`config.mk`:
```
export PLATFORM = sky130hd
export DESIGN_NAME = dadda_mul_pipe
export DESIGN_NICKNAME = d
export VERILOG_FILES = /design/src/rtl/dadda_pkg.sv /design/src/rtl/dadda_reduce.sv /design/src/rtl/dadda_mul_pipe.sv
export SDC_FILE = /design/constraint.sdc
export NUM_CORES = 1
export LEC_CHECK = 0
export ABC_AREA = 1
export BUFFER_PORTS_ARGS = -buffer_cell sky130_fd_sc_hd__buf_2
export CORE_MARGIN = 2
export CORE_UTILIZATION = 60
export DETAILED_ROUTE_END_ITERATION = 8
export PLACE_DENSITY = 0.78
export SLEW_MARGIN = 10
export SYNTH_ARGS = -nofsm -noshare
export SYNTH_HDL_FRONTEND = slang
export SYNTH_SLANG_ARGS = --single-unit
```
`constraint.sdc`:
```
create_clock -name clk -period 6.4 [get_ports clk]
set_clock_uncertainty 0.1 [all_clocks]
set_input_delay 0.64 -clock clk [delete_from_list [all_inputs] [get_ports clk]]
set_output_delay 0.64 -clock clk [all_outputs]
set_load 0.01 [all_outputs]
```
`src/rtl/dadda_pkg.sv`:
```
`default_nettype none
// +----------------------------------------------------------------------+
// | dadda_pkg : Dadda height sequence, stage planning and HA/FA cells     |
// | rev 1.0                                                              |
// +----------------------------------------------------------------------+
package dadda_pkg;

    localparam int MAX_COLS = 64;
    localparam int INFO_H   = 0;
    localparam int INFO_NFA = 1;
    localparam int INFO_NHA = 2;

    typedef logic [MAX_COLS-1:0][7:0] info_vec_t;

    function automatic int dadda_height(input int k);
        case (k)
            0:       return 2;
            1:       return 3;
            2:       return 4;
            3:       return 6;
            4:       return 9;
            5:       return 13;
            6:       return 19;
            7:       return 28;
            default: return 42;
        endcase
    endfunction

    function automatic int dadda_stages(input int w);
        int n;
        n = 0;
        for (int k = 0; k < 8; k++) begin
            if (dadda_height(k) < w) n++;
        end
        return n;
    endfunction

    function automatic int prod_w(input int w);
        return 2 * w;
    endfunction

    // Per-column plan of reduction stage s: input height, FA count or HA count.
    function automatic info_vec_t red_vec(input int w, input int s, input int sel);
        int        h [MAX_COLS];
        int        nst, d, cin, ex, nf, nh, v;
        info_vec_t res;
        res = '0;
        nst = dadda_stages(w);
        for (int col = 0; col < MAX_COLS; col++) begin
            h[col] = (col < 2*w-1) ? ((col < w) ? col + 1 : 2*w - 1 - col) : 0;
        end
        for (int st = 0; st <= s; st++) begin
            cin = 0;
            d   = dadda_height(nst - 1 - st);
            for (int col = 0; col < 2*w; col++) begin
                ex = h[col] + cin - d;
                nf = (ex > 0) ? ex / 2 : 0;
                nh = (ex > 0) ? ex % 2 : 0;
                if (st == s) begin
                    v = (sel == INFO_H) ? h[col] : (sel == INFO_NFA) ? nf : nh;
                    res[col] = 8'(v);
                end
                h[col] = h[col] + cin - 2*nf - nh;
                cin    = nf + nh;
            end
        end
        return res;
    endfunction

    function automatic logic [1:0] ha(input logic x, input logic y);
        return {x & y, x ^ y};
    endfunction

    function automatic logic [1:0] fa(input logic x, input logic y, input logic z);
        return {(x & y) | (z & (x ^ y)), x ^ y ^ z};
    endfunction

endpackage
`default_nettype wire

```
`src/rtl/dadda_reduce.sv`:
```
`default_nettype none
// +----------------------------------------------------------------------+
// | dadda_reduce : combinational Dadda tree, WIDTH x WIDTH matrix to 2 rows|
// | rev 1.0                                                              |
// +----------------------------------------------------------------------+
module dadda_reduce
    import dadda_pkg::*;
#(
    parameter int WIDTH = 8
) (
    input  logic [WIDTH-1:0]   pp [WIDTH],
    output logic [2*WIDTH-1:0] row_a,
    output logic [2*WIDTH-1:0] row_b
);

    localparam int PROD_W = prod_w(WIDTH);
    localparam int NST    = dadda_stages(WIDTH);

    logic [WIDTH-1:0] col0 [PROD_W];

    // pp[j][i] = a[i] & b[j] lands in column i+j.
    always_comb begin
        int cnt [PROD_W];
        for (int c = 0; c < PROD_W; c++) begin
            col0[c] = '0;
            cnt[c]  = 0;
        end
        for (int j = 0; j < WIDTH; j++) begin
            for (int i = 0; i < WIDTH; i++) begin
                col0[i+j][cnt[i+j]] = pp[j][i];
                cnt[i+j]++;
            end
        end
    end

    for (genvar s = 0; s < NST; s++) begin : g_stage
        localparam info_vec_t H_V  = red_vec(WIDTH, s, INFO_H);
        localparam info_vec_t NF_V = red_vec(WIDTH, s, INFO_NFA);
        localparam info_vec_t NH_V = red_vec(WIDTH, s, INFO_NHA);

        logic [WIDTH-1:0] src [PROD_W];
        logic [WIDTH-1:0] dst [PROD_W];

        if (s == 0) begin : g_first
            assign src = col0;
        end else begin : g_next
            assign src = g_stage[s-1].dst;
        end

        // Rows 0..cin-1 of each output column are reserved for carries from below.
        always_comb begin
            int         h, nf, nh, k, o;
            logic [1:0] r;
            h = 0; nf = 0; nh = 0; k = 0; o = 0;
            r = '0;
            for (int c = 0; c < PROD_W; c++) dst[c] = '0;
            for (int c = 0; c < PROD_W; c++) begin
                h  = int'(H_V[c]);
                nf = int'(NF_V[c]);
                nh = int'(NH_V[c]);
                k  = 0;
                o  = (c > 0) ? int'(NF_V[c-1]) + int'(NH_V[c-1]) : 0;
                for (int f = 0; f < WIDTH; f++) begin
                    if (f < nf) begin
                        r = fa(src[c][k], src[c][k+1], src[c][k+2]);
                        dst[c][o] = r[0];
                        if (c + 1 < PROD_W) dst[c+1][f] = r[1];
                        k += 3;
                        o++;
                    end
                end
                if (nh > 0) begin
                    r = ha(src[c][k], src[c][k+1]);
                    dst[c][o] = r[0];
                    if (c + 1 < PROD_W) dst[c+1][nf] = r[1];
                    k += 2;
                    o++;
                end
                for (int p = 0; p < WIDTH; p++) begin
                    if (p >= k && p < h) begin
                        dst[c][o] = src[c][p];
                        o++;
                    end
                end
            end
        end
    end

    always_comb begin
        row_a = '0;
        row_b = '0;
        for (int c = 0; c < PROD_W; c++) begin
            for (int r = 0; r < WIDTH; r++) begin
                if (r == 0) row_a[c] = g_stage[NST-1].dst[c][r];
                if (r == 1) row_b[c] = g_stage[NST-1].dst[c][r];
            end
        end
    end

endmodule
`default_nettype wire

```
`src/rtl/dadda_mul_pipe.sv`:
```
`default_nettype none
// +----------------------------------------------------------------------+
// | dadda_mul_pipe : 3-stage unsigned Dadda multiplier, valid/ready, approx|
// | rev 1.0                                                              |
// +----------------------------------------------------------------------+
module dadda_mul_pipe
    import dadda_pkg::*;
#(
    parameter int WIDTH       = 8,
    parameter int APPROX_COLS = 4,
    parameter int TAG_W       = 4
) (
    input  logic               clk,
    input  logic               rst,
    input  logic               in_valid,
    output logic               in_ready,
    input  logic [WIDTH-1:0]   in_a,
    input  logic [WIDTH-1:0]   in_b,
    input  logic               in_approx,
    input  logic [TAG_W-1:0]   in_tag,
    output logic               out_valid,
    input  logic               out_ready,
    output logic [2*WIDTH-1:0] out_prod,
    output logic               out_approx,
    output logic [TAG_W-1:0]   out_tag,
    output logic               overflow
);

    localparam int PROD_W = prod_w(WIDTH);

    logic              v1, v2, v3;
    logic              load1, load2, load3;
    logic [WIDTH-1:0]  pp_d [WIDTH];
    logic [WIDTH-1:0]  pp1  [WIDTH];
    logic              approx1, approx2, approx3;
    logic [TAG_W-1:0]  tag1, tag2, tag3;
    logic [PROD_W-1:0] row_a, row_b, row_a2, row_b2, sum, prod3;

    assign load3    = !v3 || out_ready;
    assign load2    = !v2 || load3;
    assign load1    = !v1 || load2;
    assign in_ready = load1;

    always_comb begin
        pp_d = '{default: '0};
        for (int j = 0; j < WIDTH; j++) begin
            for (int i = 0; i < WIDTH; i++) begin
                pp_d[j][i] = in_a[i] & in_b[j] & ~(in_approx && (i + j < APPROX_COLS));
            end
        end
    end

    dadda_reduce #(.WIDTH(WIDTH)) u_reduce (
        .pp    (pp1),
        .row_a (row_a),
        .row_b (row_b)
    );

    // 4-bit lookahead groups: group carry-out from group generate/propagate.
    always_comb begin
        logic [PROD_W-1:0] g, p;
        logic              c, cg, gg, gp;
        g   = row_a2 & row_b2;
        p   = row_a2 ^ row_b2;
        sum = '0;
        c   = 1'b0;
        cg  = 1'b0;
        gg  = 1'b0;
        gp  = 1'b1;
        for (int base = 0; base < PROD_W; base += 4) begin
            cg = c;
            gg = 1'b0;
            gp = 1'b1;
            for (int i = 0; i < 4; i++) begin
                if (base + i < PROD_W) begin
                    sum[base+i] = p[base+i] ^ cg;
                    cg = g[base+i] | (p[base+i] & cg);
                    gg = g[base+i] | (p[base+i] & gg);
                    gp = gp & p[base+i];
                end
            end
            c = gg | (gp & c);
        end
    end

    always_ff @(posedge clk) begin
        if (rst) begin
            v1      <= 1'b0;
            v2      <= 1'b0;
            v3      <= 1'b0;
            pp1     <= '{default: '0};
            approx1 <= 1'b0;
            approx2 <= 1'b0;
            approx3 <= 1'b0;
            tag1    <= '0;
            tag2    <= '0;
            tag3    <= '0;
            row_a2  <= '0;
            row_b2  <= '0;
            prod3   <= '0;
        end else begin
            if (load1) begin
                v1 <= in_valid;
                if (in_valid) begin
                    pp1     <= pp_d;
                    approx1 <= in_approx;
                    tag1    <= in_tag;
                end
            end
            if (load2) begin
                v2 <= v1;
                if (v1) begin
                    row_a2  <= row_a;
                    row_b2  <= row_b;
                    approx2 <= approx1;
                    tag2    <= tag1;
                end
            end
            if (load3) begin
                v3 <= v2;
                if (v2) begin
                    prod3   <= sum;
                    approx3 <= approx2;
                    tag3    <= tag2;
                end
            end
        end
    end

    assign out_valid  = v3;
    assign out_prod   = prod3;
    assign out_approx = approx3;
    assign out_tag    = tag3;
    assign overflow   = 1'b0;

endmodule
`default_nettype wire

```
# [Word level (Yosys, flattened, before mapping)]
# Cells that the tools add are included.
[classes] n_bitwise=327 n_reduce_logical=9
[op_table] operator="bitwise AND 1 bit" count=177
[op_table] operator="XOR 1 bit" count=91
[op_table] operator="bitwise OR 1 bit" count=55
[op_table] operator="bitwise AND 15 bit" count=1
[op_table] operator="XOR 15 bit" count=1
[op_table] operator="AND reduction 2 bit" count=3
[op_table] operator="logical NOT 1 bit" count=3
[op_table] operator="logical OR 1 bit" count=3
[op_table] operator="inverter 1 bit" count=1
[op_table] operator="XOR 1 bit, first input constant" count=1
[word_totals] out_inout_bits=24 elab_cells=356 reg_bits=127 inputBits=25

# [Depth between registers and ports, before layout]
[depth] word_depth=18 depth_mapped=16 ltp_nobuf=16

# [Cells and area by module]
# A second synthesis with hierarchy kept.
[unflattened] cells_unflattened=875 hier_area_um2=6575.1
[by_module_without_submodules] mod="dadda_mul_pipe" area_each_um2=5501.5 cells_per_inst=765 n_inst=1
[by_module_without_submodules] mod="dadda_reduce" area_each_um2=1073.5 cells_per_inst=110 n_inst=1

# [Worst setup path after synthesis]
# Ideal clock, no wire load.
[synth_timing] kind="flip-flop to flip-flop" from="register row_a2[1]" to="register prod3[14] (netlist: out_prod[14])" path_slack_ns=3.475 stages_incl_launch_ff=17 arrival_time_ns=2.756 period_less_slack_ns=2.925 setup_ns=0.070 path_cell_list="dfxtp_1 > ha_1 > fa_1 > inv_1 > fa_1 > inv_1 > nand2_1 > nor2_1 > nor2_1 > nand2_1 > nand2_1 > nand2_1 > fa_1 > fa_1 > inv_1 > fa_1 > a21oi_1"
[synth_between] elab_chain_cells=16
[synth_lines] element="from (decl)" line_no="dadda_mul_pipe.sv:37" rtl="logic [PROD_W-1:0] row_a, row_b, row_a2, row_b2, sum, prod3;"
[synth_lines] element="from (signal assigned)" line_no="dadda_mul_pipe.sv:113" rtl="row_a2 <= row_a;"
[synth_lines] element="XOR 15 bit" line_no="dadda_mul_pipe.sv:64" rtl="p = row_a2 ^ row_b2;"
[synth_lines] element="bitwise AND 1 bit" line_no="dadda_mul_pipe.sv:78" rtl="gg = g[base+i] | (p[base+i] & gg);"
[synth_lines] element="bitwise OR 1 bit (*)" line_no="dadda_mul_pipe.sv:78"
[synth_lines] element="bitwise AND 1 bit (*)" line_no="dadda_mul_pipe.sv:78"
[synth_lines] element="bitwise OR 1 bit (*)" line_no="dadda_mul_pipe.sv:78"
[synth_lines] element="bitwise AND 1 bit (*)" line_no="dadda_mul_pipe.sv:78"
[synth_lines] element="bitwise OR 1 bit (*)" line_no="dadda_mul_pipe.sv:78"
[synth_lines] element="bitwise AND 1 bit (*)" line_no="dadda_mul_pipe.sv:82" rtl="c = gg | (gp & c);"
[synth_lines] element="bitwise OR 1 bit (*)" line_no="dadda_mul_pipe.sv:82"
[synth_lines] element="bitwise AND 1 bit (*)" line_no="dadda_mul_pipe.sv:82"
[synth_lines] element="bitwise OR 1 bit (*)" line_no="dadda_mul_pipe.sv:82"
[synth_lines] element="bitwise AND 1 bit (*)" line_no="dadda_mul_pipe.sv:77" rtl="cg = g[base+i] | (p[base+i] & cg);"
[synth_lines] element="bitwise OR 1 bit (*)" line_no="dadda_mul_pipe.sv:77"
[synth_lines] element="bitwise AND 1 bit (*)" line_no="dadda_mul_pipe.sv:77"
[synth_lines] element="bitwise OR 1 bit (*)" line_no="dadda_mul_pipe.sv:77"
[synth_lines] element="XOR 1 bit (*)" line_no="dadda_mul_pipe.sv:76" rtl="sum[base+i] = p[base+i] ^ cg;"
[synth_lines] element="to (signal assigned)" line_no="dadda_mul_pipe.sv:122" rtl="prod3 <= sum;"
[synth_lines] element="to (decl)" line_no="dadda_mul_pipe.sv:37"
# Every way passes the cells marked *; elsewhere a longest branch is shown, timed or not.
# A chain may end at the register's enable or synchronous reset.

# [Worst setup path after layout]
[layout_timing] from="register row_a2[1]" to="register prod3[11] (netlist: out_prod[11])"
[layout_between] elab_chain_cells=16
[layout_lines] element="XOR 15 bit" line_no="dadda_mul_pipe.sv:64"
[layout_lines] element="bitwise AND 1 bit" line_no="dadda_mul_pipe.sv:78"
[layout_lines] element="bitwise OR 1 bit (*)" line_no="dadda_mul_pipe.sv:78"
[layout_lines] element="bitwise AND 1 bit (*)" line_no="dadda_mul_pipe.sv:78"
[layout_lines] element="bitwise OR 1 bit (*)" line_no="dadda_mul_pipe.sv:78"
[layout_lines] element="bitwise AND 1 bit (*)" line_no="dadda_mul_pipe.sv:78"
[layout_lines] element="bitwise OR 1 bit (*)" line_no="dadda_mul_pipe.sv:78"
[layout_lines] element="bitwise AND 1 bit (*)" line_no="dadda_mul_pipe.sv:82"
[layout_lines] element="bitwise OR 1 bit (*)" line_no="dadda_mul_pipe.sv:82"
[layout_lines] element="bitwise AND 1 bit (*)" line_no="dadda_mul_pipe.sv:77"
[layout_lines] element="bitwise OR 1 bit (*)" line_no="dadda_mul_pipe.sv:77"
[layout_lines] element="bitwise AND 1 bit (*)" line_no="dadda_mul_pipe.sv:77"
[layout_lines] element="bitwise OR 1 bit (*)" line_no="dadda_mul_pipe.sv:77"
[layout_lines] element="bitwise AND 1 bit (*)" line_no="dadda_mul_pipe.sv:77"
[layout_lines] element="bitwise OR 1 bit (*)" line_no="dadda_mul_pipe.sv:77"
[layout_lines] element="XOR 1 bit (*)" line_no="dadda_mul_pipe.sv:76"
# Marks and branches as above.

==> results.md <==
- Status: complete, no violations
- Syn Inst Count: 900
- Reg2Reg Capture Point: out_prod[11]$_SDFFE_PP0P_
- Nets: 997
- RSZ-0062 raised after global routing: false
- GRT Util Overall: 0.258
- Kind of critical path: reg2reg
- Root buf cell: clkbuf_8
- Final setup margin: approximately 3.2 ns
- Initial antenna violation count: 0
- Part of the Yosys area used for sequential elements: 0.388
- Worst setup EP type: flop
- Worst-skew pair later-pin latency: 0.54 ns
- P per Cell Area: 291 nW/um^2
- Drt wl/cell: 12.8 um
- Critical Path Source Type: flop
- Largest net degree at the start of global routing: 125
- Number of synthesized flops with an enable pin: 0
- # setup viols final: 0
- Total grt overflow: 0
- Post-synth ARST share: 0
- Post-cts sizing count: 0
- Core area: 10700 um^2
- Dpl hpwl: between 8000 and 9000 um
- Static leakage: 3.71 nW
- Max Freq: between 300 and 400 MHz
- Die height: 109 um
- Synth top area share: 0.388
- Initial core utilization: 0.611
- Slew Viols, Final: 0
- Part of the power in registers: 0.413
- Setup TNS: 0 ns
- Library cells used by synthesis: 24
- Chip width: 109 um
- Mapped cell area: 6560 um^2
- Post-CTS setup buffers: 0
- PortBufs: 47
- Clock Sinks: between 100 and 150
- Sw power: 0.000574 W
- Reg2reg setup slack: 3.16 ns
- Sw Ratio: 0.270
- Max-capacitance violation count: 0
- Crit path to: out_prod[11]$_SDFFE_PP0P_
- Tcrit/Tclk final: 0.506
- Clock H-tree levels: 4
- Drt first-iter violations: between 300 and 400
- Worst r2r src: row_a2[1]$_SDFFE_PP0P_
- Clock power frac: 0.441
- CTS Buf Count: 17
- Layout cells sized above 1: 0.0921
- Longest Clk Path Bufs: 2
- Die area: 11800 um^2
- Num rows: 38
- Final Cell Area: 7300 um^2
- CTS Hold Bufs: 0
- Placed cell count: 1031
- Critical Path Start: row_a2[1]$_SDFFE_PP0P_
- Vias in the first global route: 4896
- Mapped Nets: 987
- Syn_area_per_cell: 7.29 um^2
- Tmin final: 3.24 ns
- Clock Pin Slew Worst Setup and Hold Paths: about 0.06 ns
- Yosys warns: 0
- R2R cell count: 14
- Pin slew with the least headroom to its limit: ~1.2 ns
- Routed Antenna Nets: 0
- Crit-path max FO: 2
- Hold Path Class: in2reg
- Cell Count, Final, Fillers Out: 1063
- Synth area leaders: dfxtp_1 39%, fa_1 14%, nor2_1 14%
- CP required: 6.68 ns
- Max IR drop VDD: 186 uV
- Pre-antenna DRT Iters: 5
- Final wirelength: roughly 14000 um
- Most frequent cell after synthesis: nor2_1
- Comb power frac: 0.146
- GP Congestion: 0.775
- Crit path DAT: 3.52 ns
- Vias per std cell: between 4 and 5
- CTS tree: yes
- Placed inst area: 6720 um^2
- Worst rel slew slack: 0.228
- N_diodes: 0
- Synth Flop Type: dfxtp_1
- Hold Fails Final Rpt: 0
- Largest area contributor in the netlist: dfxtp_1
- First-pass GRT wire length: 23100 um
- Post-synthesis register bit count: 127
- Boundary Pins: 49
- Pre-CTS WS: ~2.8 ns
- Synth cell count leaders: 242 x nor2_1, 186 x nand2_1, 127 x dfxtp_1, 106 x inv_1, 50 x nand3_1
- Int Power: ~0.0015 W
- Layout area overhead: 11.2%
- DR vias: 5284
- Number of remaining DRC errors: 0
[cells in the final DEF (no fill, tap or decap), drive strengths merged]
cell type  count
a21oi         12
buf           48
bufinv         2
clkbuf        23
clkinv         4
clkinvlp       4
conb           1
dfxtp        127
fa            46
ha            16
inv          110
nand2        187
nand3         50
nand3b         4
nand4          1
nor2         242
o21a           1
o21ai         43
xnor2          2
[registers in the layout (all words and copies together), names as in the netlist]
signal      flops
approx1         1
v1              1
out_tag         4
row_b2         14
approx2         1
out_approx      1
row_a2         15
tag2            4
pp1            64
out_prod       16
out_valid       1
v2              1
tag1            4
[worst max-delay path, stage by stage (launching register included)]
cell and delay [ns]:
dfxtp_1 0.31, ha_1 0.20, fa_1 0.36, inv_1 0.09
fa_1 0.21, inv_1 0.05, nand2_1 0.05, nor2_1 0.04
nor2_1 0.08, nand2_1 0.11, fa_1 0.41, fa_1 0.39
fa_1 0.39, xnor2_1 0.19, a21oi_1 0.08
[how the worst min path moves through the flow]
stage / startpoint / end / slack, ns / cells after the start
2_1_floorplan: approx1$_SDFFE_PP0P_ / approx1$_SDFFE_PP0P_ / 0.33 / 2
3_3_place_gp: pp1[40]$_SDFFE_PP0P_ / pp1[40]$_SDFFE_PP0P_ / 0.35 / 2
3_5_place_dp: pp1[6]$_SDFFE_PP0P_ / pp1[6]$_SDFFE_PP0P_ / 0.36 / 2
4_1_cts: rst / v1$_SDFFE_PP0N_ / 0.22 / 2
5_1_grt: rst / v1$_SDFFE_PP0N_ / 0.23 / 2
6_report: rst / v1$_SDFFE_PP0N_ / 0.25 / 2
[cell type report]
| class | count | area [um^2] |
|---|---|---|
| well taps | 140 | 175 |
| clock buffers | 23 | 467 |
| flip-flops and latches | 127 | 2540 |
| inverters | 111 | 418 |
| clock inverters | 9 | 109 |
| repair buffers | 48 | 243 |
| multi-input cells | 605 | 3340 |
| fillers | 958 | 3450 |
[power by group through the flow]
| stage | Combinational, W | Clock (W) | Sequential, W |
|---|---|---|---|
| final | 0.000311 | 0.000936 | 0.000876 |
| after global routing | 0.000362 | 0.000988 | 0.000883 |
| after CTS | 0.000312 | 0.000947 | 0.000877 |
| after detailed placement | 0.000308 | 0 | 0.000893 |
| after global placement | 0.000298 | 0 | 0.000892 |
| after floorplan | 0.000228 | 0 | 0.000890 |
[metal layers]
metal,global-route usage,wire (um),vias to the layer above
met5,0,0,-
met4,0.0962,266,0
met3,0.0790,979,24
met2,0.383,5980,168
met1,0.355,6430,2379
li1,-,-,2713
[per-stage QoR]
stage / total power, W / hold WS, ns / util
floorplan: 0.00112 / 0.335 / -
detailed placement: 0.00120 / 0.361 / 0.626
global placement: 0.00119 / 0.346 / 0.626
finish: 0.00212 / 0.246 / 0.679
CTS: 0.00214 / 0.220 / 0.679
global route: 0.00223 / 0.234 / 0.679
[cells by family (layout without fill, tap and decap cells)]
group / after synthesis / in the layout / share of synthesized area
XOR/XNOR: 2 / 2 / 0.00267
buffers and inverters: 168 / 191 / 0.103
adder cells (fa/ha/maj): 62 / 62 / 0.171
AO/OA/AOI/OAI: 56 / 56 / 0.0437
AND/OR/NAND/NOR: 484 / 484 / 0.292
other: 1 / 1 / 0.000572
flip-flops: 127 / 127 / 0.388
Power figures use the tool's default switching activity.
